### src/rtl/packer_pkg.sv
// packer_pkg: constants and helpers shared by the byte packer and its interface.
// The optional flush feature of byte_packer is controlled by PACKER_FLUSH_EN.
package packer_pkg;

    localparam int BYTE_W    = 8;
    localparam int MAX_LANES = 16;

    // Lanes 0..cnt hold real bytes when a word closes with the lane counter at cnt.
    function automatic logic [MAX_LANES-1:0] keep_mask(input int unsigned cnt);
        logic [MAX_LANES:0] mask;
        mask = ((MAX_LANES+1)'(1) << (cnt + 1)) - (MAX_LANES+1)'(1);
        return mask[MAX_LANES-1:0];
    endfunction

endpackage

### src/rtl/byte_packer_if.sv
// byte_packer_if: byte-wide input stream and word-wide output stream of the packer.
// in_last and out_keep exist only when PACKER_FLUSH_EN is defined.
interface byte_packer_if #(
    parameter int LANES = 4
);
    import packer_pkg::*;

    logic [BYTE_W-1:0]       in_data;
    logic                    in_valid;
    logic                    in_ready;
    logic [BYTE_W*LANES-1:0] out_data;
    logic                    out_valid;
    logic                    out_ready;

`ifdef PACKER_FLUSH_EN
    logic                    in_last;
    logic [LANES-1:0]        out_keep;

    modport master (
        output in_data, in_valid, in_last, out_ready,
        input  in_ready, out_data, out_keep, out_valid
    );

    modport slave (
        input  in_data, in_valid, in_last, out_ready,
        output in_ready, out_data, out_keep, out_valid
    );
`else
    modport master (
        output in_data, in_valid, out_ready,
        input  in_ready, out_data, out_valid
    );

    modport slave (
        input  in_data, in_valid, out_ready,
        output in_ready, out_data, out_valid
    );
`endif

endinterface

### src/rtl/byte_packer.sv
// byte_packer: packs LANES consecutive bytes little-endian into one registered word.
// Defining PACKER_FLUSH_EN adds in_last (early word close) and the out_keep lane mask.
module byte_packer
    import packer_pkg::*;
#(
    parameter int LANES = 4
) (
    input  logic          clk,
    input  logic          rst_n,
    byte_packer_if.slave  bus
);

    localparam int                CNT_W    = $clog2(LANES);
    localparam logic [CNT_W-1:0]  LAST_CNT = CNT_W'(LANES - 1);

    logic [CNT_W-1:0]                cnt_q, cnt_d;
    logic [LANES-2:0][BYTE_W-1:0]    asm_q, asm_d;
    logic [LANES-1:0][BYTE_W-1:0]    word;
    logic [BYTE_W*LANES-1:0]         out_data_q, out_data_d;
    logic                            out_valid_q, out_valid_d;
    logic                            accept;
    logic                            consume;
    logic                            closing;

`ifdef PACKER_FLUSH_EN
    logic [LANES-1:0]                out_keep_q, out_keep_d;
    logic [MAX_LANES-1:0]            mask_full;

    assign mask_full = keep_mask(32'(cnt_q));
    assign closing   = accept && ((cnt_q == LAST_CNT) || bus.in_last);
    assign bus.out_keep = out_keep_q;
`else
    assign closing   = accept && (cnt_q == LAST_CNT);
`endif

    // A pending word only blocks input when downstream is not taking it this cycle.
    assign bus.in_ready = !out_valid_q || bus.out_ready;
    assign accept       = bus.in_valid && bus.in_ready;
    assign consume      = out_valid_q && bus.out_ready;

    // Lanes above cnt in asm_q are always zero, so the closing word needs no extra masking.
    always_comb begin
        cnt_d       = cnt_q;
        asm_d       = asm_q;
        out_data_d  = out_data_q;
        out_valid_d = out_valid_q;
`ifdef PACKER_FLUSH_EN
        out_keep_d  = out_keep_q;
`endif
        word = {{BYTE_W{1'b0}}, asm_q};
        for (int k = 0; k < LANES; k++) begin
            if (cnt_q == CNT_W'(k)) begin
                word[k] = bus.in_data;
            end
        end

        if (consume) begin
            out_valid_d = 1'b0;
        end

        if (closing) begin
            out_data_d  = word;
            out_valid_d = 1'b1;
            cnt_d       = '0;
            asm_d       = '0;
`ifdef PACKER_FLUSH_EN
            out_keep_d  = mask_full[LANES-1:0];
`endif
        end else if (accept) begin
            for (int k = 0; k < LANES - 1; k++) begin
                if (cnt_q == CNT_W'(k)) begin
                    asm_d[k] = bus.in_data;
                end
            end
            cnt_d = cnt_q + CNT_W'(1);
        end
    end

    always_ff @(posedge clk) begin
        if (!rst_n) begin
            cnt_q       <= '0;
            asm_q       <= '0;
            out_data_q  <= '0;
            out_valid_q <= 1'b0;
`ifdef PACKER_FLUSH_EN
            out_keep_q  <= '0;
`endif
        end else begin
            cnt_q       <= cnt_d;
            asm_q       <= asm_d;
            out_data_q  <= out_data_d;
            out_valid_q <= out_valid_d;
`ifdef PACKER_FLUSH_EN
            out_keep_q  <= out_keep_d;
`endif
        end
    end

    assign bus.out_data  = out_data_q;
    assign bus.out_valid = out_valid_q;

endmodule

### src/flat_wrapper.sv
// flat-port wrapper written by rule: the top's interface ports become plain ports
module byte_packer_flat import packer_pkg::*;
#(
    parameter int LANES = 4
)
  (clk, rst_n, bus_in_data, bus_in_valid, bus_out_ready, bus_in_ready, bus_out_data, bus_out_valid);
  byte_packer_if #(.LANES(LANES)) bus_i ();
  input  logic clk;
  input  logic rst_n;
  input wire logic [$bits(bus_i.in_data)-1:0] bus_in_data;
  input wire logic [$bits(bus_i.in_valid)-1:0] bus_in_valid;
  input wire logic [$bits(bus_i.out_ready)-1:0] bus_out_ready;
  output wire logic [$bits(bus_i.in_ready)-1:0] bus_in_ready;
  output wire logic [$bits(bus_i.out_data)-1:0] bus_out_data;
  output wire logic [$bits(bus_i.out_valid)-1:0] bus_out_valid;
  assign bus_i.in_data = bus_in_data;
  assign bus_i.in_valid = bus_in_valid;
  assign bus_i.out_ready = bus_out_ready;
  assign bus_in_ready = bus_i.in_ready;
  assign bus_out_data = bus_i.out_data;
  assign bus_out_valid = bus_i.out_valid;
  byte_packer #(.LANES(LANES)) u_core (.clk(clk), .rst_n(rst_n), .bus(bus_i));
endmodule
### config.mk
export PLATFORM = sky130hd
export DESIGN_NAME = byte_packer_flat
export DESIGN_NICKNAME = d
export VERILOG_FILES = /design/src/rtl/packer_pkg.sv /design/src/rtl/byte_packer_if.sv /design/src/rtl/byte_packer.sv /design/src/flat_wrapper.sv
export SDC_FILE = /design/constraint.sdc
export NUM_CORES = 1
export LEC_CHECK = 0
export ABC_AREA = 0
export CORE_MARGIN = 3
export CORE_UTILIZATION = 56
export DETAILED_ROUTE_END_ITERATION = 16
export DONT_BUFFER_PORTS = 1
export PLACE_DENSITY_LB_ADDON = 0.15
export SLEW_MARGIN = 10
export SYNTH_ARGS = -nofsm -noshare
export SYNTH_HDL_FRONTEND = slang
export SYNTH_SLANG_ARGS = --single-unit
### constraint.sdc
create_clock -name clk -period 1.3 [get_ports clk]
set_input_delay 0.195 -clock clk [delete_from_list [all_inputs] [get_ports clk]]
set_output_delay 0.195 -clock clk [all_outputs]
set_load 0.005 [all_outputs]
After elaboration in Yosys (flattened, before gate mapping)
Index checks and enable logic that the tools add are counted.
Widths: inputs -> output; s select.

storage, ports and cells
  flip-flop bits (word level) = 59
  bits of input ports = 12
  output and inout bits = 34
  word-level logic and storage cells = 25

operators by class
  $add $sub $neg = 1
  equality and inequality tests = 3
  multiplexer cells = 6
  bitwise gates (word level) = 1
  reductions and logical operators = 8

operators with widths
  operator             count
  $mux 8               4
  $eq 2x2->1 const B   2
  $logic_and 1x1->1    3
  $add 2x1->2 const B  1
  $eq 2x1->1 const B   1
  $logic_not 2->1      1
  $mux 1               2
  $reduce_bool 2->1    1
  $reduce_or 2->1      1
  $logic_not 1->1      1
  $logic_or 1x1->1     1
  $not 1->1            1

Logic depth before layout (Yosys ltp)
  depth in word-level cells = 5
  mapped depth = 7
  gate-level depth less buffers = 5

Worst setup path after synthesis
OpenSTA, ideal clock, no wires.

  kind = reg-to-reg
  start = register u_core.cnt_q[0]
  end = register u_core.out_data_q[6], in the netlist u_core.bus.out_data[6]
  library setup time = 135 ps
  arrival = 1189 ps
  required time = 1165 ps
  path slack = -24 ps
  stages on the path, launching flop included = 7
  path buffers = 2
  clock period less this slack = 1324 ps
  path through = dfxtp_1 ha_1 and2_1 buf_4 buf_4 a21oi_1 a211oi_2

on the way
  word-level cells in the longest chain between the ends = 2
  elaborated cells on any way between the ends = 4
  those cells by class = 1 x eq/ne; 1 x mux; 2 x reduce/logical

RTL lines
  element                                        RTL line                              RTL
  from (decl)                                    byte_packer.sv:16                     logic [CNT_W-1:0] cnt_q, cnt_d;
  from (signal assigned)                         byte_packer.sv:89                     cnt_q <= cnt_d;
  $logic_not 2->1 or $eq 2x2->1 (tied branches)  byte_packer.sv:52, byte_packer.sv:33
  $mux 8 or $logic_and 1x1->1 (tied branches)    n/a
  to (signal assigned)                           byte_packer.sv:91                     out_data_q <= out_data_d;
  to (decl)                                      byte_packer.sv:19                     logic [BYTE_W*LANES-1:0] out_data_q, out_data_d;

Parallel ways exist; a longest one is shown, timed or not.
A chain may end at the register's enable or synchronous reset.

Worst setup path in the final report
  start = register u_core.cnt_q[1]
  end = register u_core.out_data_q[1], in the netlist u_core.bus.out_data[1]

The elaborated chain is that of the path after synthesis.

==> results.sh <==
export IMPL_synth_cell_types=23
export IMPL_start_util_pct=59.0
export IMPL_synth_ff_type="dfxtp_1"
export IMPL_syn_avg_cell_area_sq_um=9.27
export IMPL_synth_area_sq_um=2620
export IMPL_async_reset_ff_share_pct=0
export IMPL_tightestPinTransition_ns=0.387
export IMPL_hold_path_class="primary input to flip-flop"
export IMPL_clk_path_buf_depth=2
export IMPL_path_max_fanout=8
export IMPL_pre_cts_ws_ns=-0.0792
export IMPL_grt_pass1_vias=1949
export IMPL_ys_seq_area_share_pct=45.0
export IMPL_comb_power_share_pct=10.1
export IMPL_ys_ff_latch=59
export IMPL_drv_slew=0
export IMPL_placed_cell_area_sq_um=2700
export IMPL_h_tree_depth=3
export IMPL_vias=2147
export IMPL_rows=24
export IMPL_die_area_sq_um=5540
export IMPL_synth_edf_count=0
export IMPL_clkTransAtPathRegs_ns=0.06
export IMPL_sw_frac_of_total_pct=24.3
export IMPL_finalWirelength_um=6540
export IMPL_setup_slack_ns=0.0324
export IMPL_die_y_um=74.5
export IMPL_grt_pass1_wl_um=10200
export IMPL_port_buffers=0
export IMPL_dr_pass1_iters=5
export IMPL_nNetsFinal=304
export IMPL_cap_violations=0
export IMPL_outcome="finished, final reports clean"
export IMPL_fin_skew_ns=0.00560
export IMPL_worst_ep_arrival_time_ns=1.51
export IMPL_cts_buffers=9
export IMPL_period_share_pct=97.5
export IMPL_ant_nets=0
export IMPL_ys_warn_count=0
export IMPL_synthToLayoutAreaGrowth_pct=15.6
export IMPL_power_density_nw_per_um2=1230
export IMPL_p_clk_share_pct=39.3
export IMPL_io_pins=46
export IMPL_drt_iter0_drc=201
export IMPL_core_sq_um=4440
export IMPL_dp_hpwl_um=4110
export IMPL_antenna_found_initial=0
export IMPL_power_leakage_uw=0.000993
export IMPL_gp_congestion=0.782
export IMPL_max_slew_margin_pct=74.2
export IMPL_grt_start_max_net_pins=35
export IMPL_syn_inst=283
export IMPL_insertion_delay_ns=0.32
export IMPL_clock_sinks=59
export IMPL_drc=0
export IMPL_finalSetupViolations=0
export IMPL_fmax_mhz=789
export IMPL_critical_path_startpoint_type="flip-flop"
export IMPL_seqPwrFrac_pct=50.6
export IMPL_final_util_pct=68.3
export IMPL_internal_power_uw=2830
export IMPL_overflow=0
export IMPL_die_width_um=74.5
export IMPL_syn_nets=299
export IMPL_routed_via_density=6.22
export IMPL_peakVddDrop_uv=642
export IMPL_drive_gt1_share_pct=23.5
export IMPL_cts_setup_buffers=0
export IMPL_fin_crit_ns=1.27
export IMPL_antenna_cells=0
export IMPL_stdcell_area_sq_um=3030
export IMPL_path_class="flip-flop to flip-flop"
export IMPL_final_cell_mix="a21oi_1, dfxtp_1, nand3_1"
export IMPL_p_sw_uw=909
export IMPL_finalHoldViolations=0
export IMPL_cp_end_kind="flip-flop"
export IMPL_final_common_cell="a21oi_1"
export IMPL_grt_util_all_layers_pct=24.4
export IMPL_crit_required_ns=1.54
export IMPL_avgRoutedWirePerCell_um=19.0
export IMPL_cts_root_buf="clkbuf_8"
export IMPL_cts_tree="yes"
what timing repair did:
action | 4_1_cts | 5_1_grt
resized for setup | 9 | 37
endpoints found under the setup margin | 33 | 49
gates cloned | 1 | 0
hold buffers | 0 | 0
endpoints found under the hold margin | 0 | 0
pin swaps | 0 | 3
path summary, 6_finish.rpt:
kind | start | to | slack [ns] | depth (start not counted)
worst max-delay path | u_core.cnt_q[1]$_SDFFE_PP0P_ | u_core.bus.out_data[1]$_SDFFE_PN0P_ | 0.03 | 5
worst min-delay path | bus_in_data[5] | u_core.bus.out_data[29]$_SDFFE_PN0P_ | 0.01 | 2
worst max register to register | u_core.cnt_q[1]$_SDFFE_PP0P_ | u_core.bus.out_data[1]$_SDFFE_PN0P_ | 0.03 | 5
worst min register to register | u_core.asm_q[4]$_SDFFE_PP0P_ | u_core.asm_q[4]$_SDFFE_PP0P_ | 0.48 | 2
synth_stat cells (4+ instances only):
cell type,count,area share (%)
buf_2,8,1.5
inv_1,4,0.57
mux2i_1,24,9.2
ha_1,4,1.9
a21oi_1,58,11
buf_6,8,3.4
buf_4,7,2.0
o21ai_0,34,6.5
a211oi_1,21,6.0
nand3_1,34,6.5
and2_1,4,0.95
dfxtp_1,59,45
routing by layer:
metal	track usage [%]	wire [um]
met4	14.2	66
met3	6.49	501
met2	29.6	2810
met1	37.4	3170
met5	0	0
state kept, by name (all words and copies together), names as in the netlist:
| signal | cells |
|---|---|
| u_core.bus.out_valid | 1 |
| u_core.cnt_q | 2 |
| u_core.bus.out_data | 32 |
| u_core.asm_q | 24 |
through the flow:
step	setup TNS (ns)	hold WS, ns	instances	total power (uW)
after detailed placement	-0.807	0.350	328	2240
after global placement	-0.155	0.345	328	2230
after floorplan	-0.0459	0.340	283	2170
after CTS	0	0.000533	345	3700
final	0	0.0104	345	3740
after global routing	-0.0332	0.0136	345	3880
final cells by class:
| cell class | count | area [sq um] |
|---|---|---|
| clock buffers | 14 | 163 |
| clock inverters | 2 | 10.0 |
| fillers | 333 | 1410 |
| inverters | 5 | 23.8 |
| multi-input cells | 190 | 1330 |
| flip-flops and latches | 59 | 1190 |
| well taps | 52 | 65.1 |
| repair buffers | 23 | 256 |
power by group through the flow:
| stage | sequential (uW) | clock [uW] | combinational, uW |
|---|---|---|---|
| after global routing | 1900 | 1570 | 410 |
| after floorplan | 1920 | 0 | 251 |
| after global placement | 1920 | 0 | 310 |
| after detailed placement | 1920 | 0 | 314 |
| after CTS | 1880 | 1490 | 324 |
| final | 1890 | 1470 | 377 |
critical path: stages (launching register included):
cell	delay (ns)
dfxtp_4	0.39
inv_2	0.07
ha_4	0.17
buf_8	0.15
mux2i_4	0.19
a211oi_1	0.21
kinds of logic after synthesis:
family | Yosys count | synth area share, %
buf+inv | 34 | 8.73
simple gates | 44 | 9.25
flops | 59 | 45.0
mux | 24 | 9.16
compound gates | 118 | 25.9
fa+ha+maj | 4 | 1.91
(Power assumes the default switching activity.)
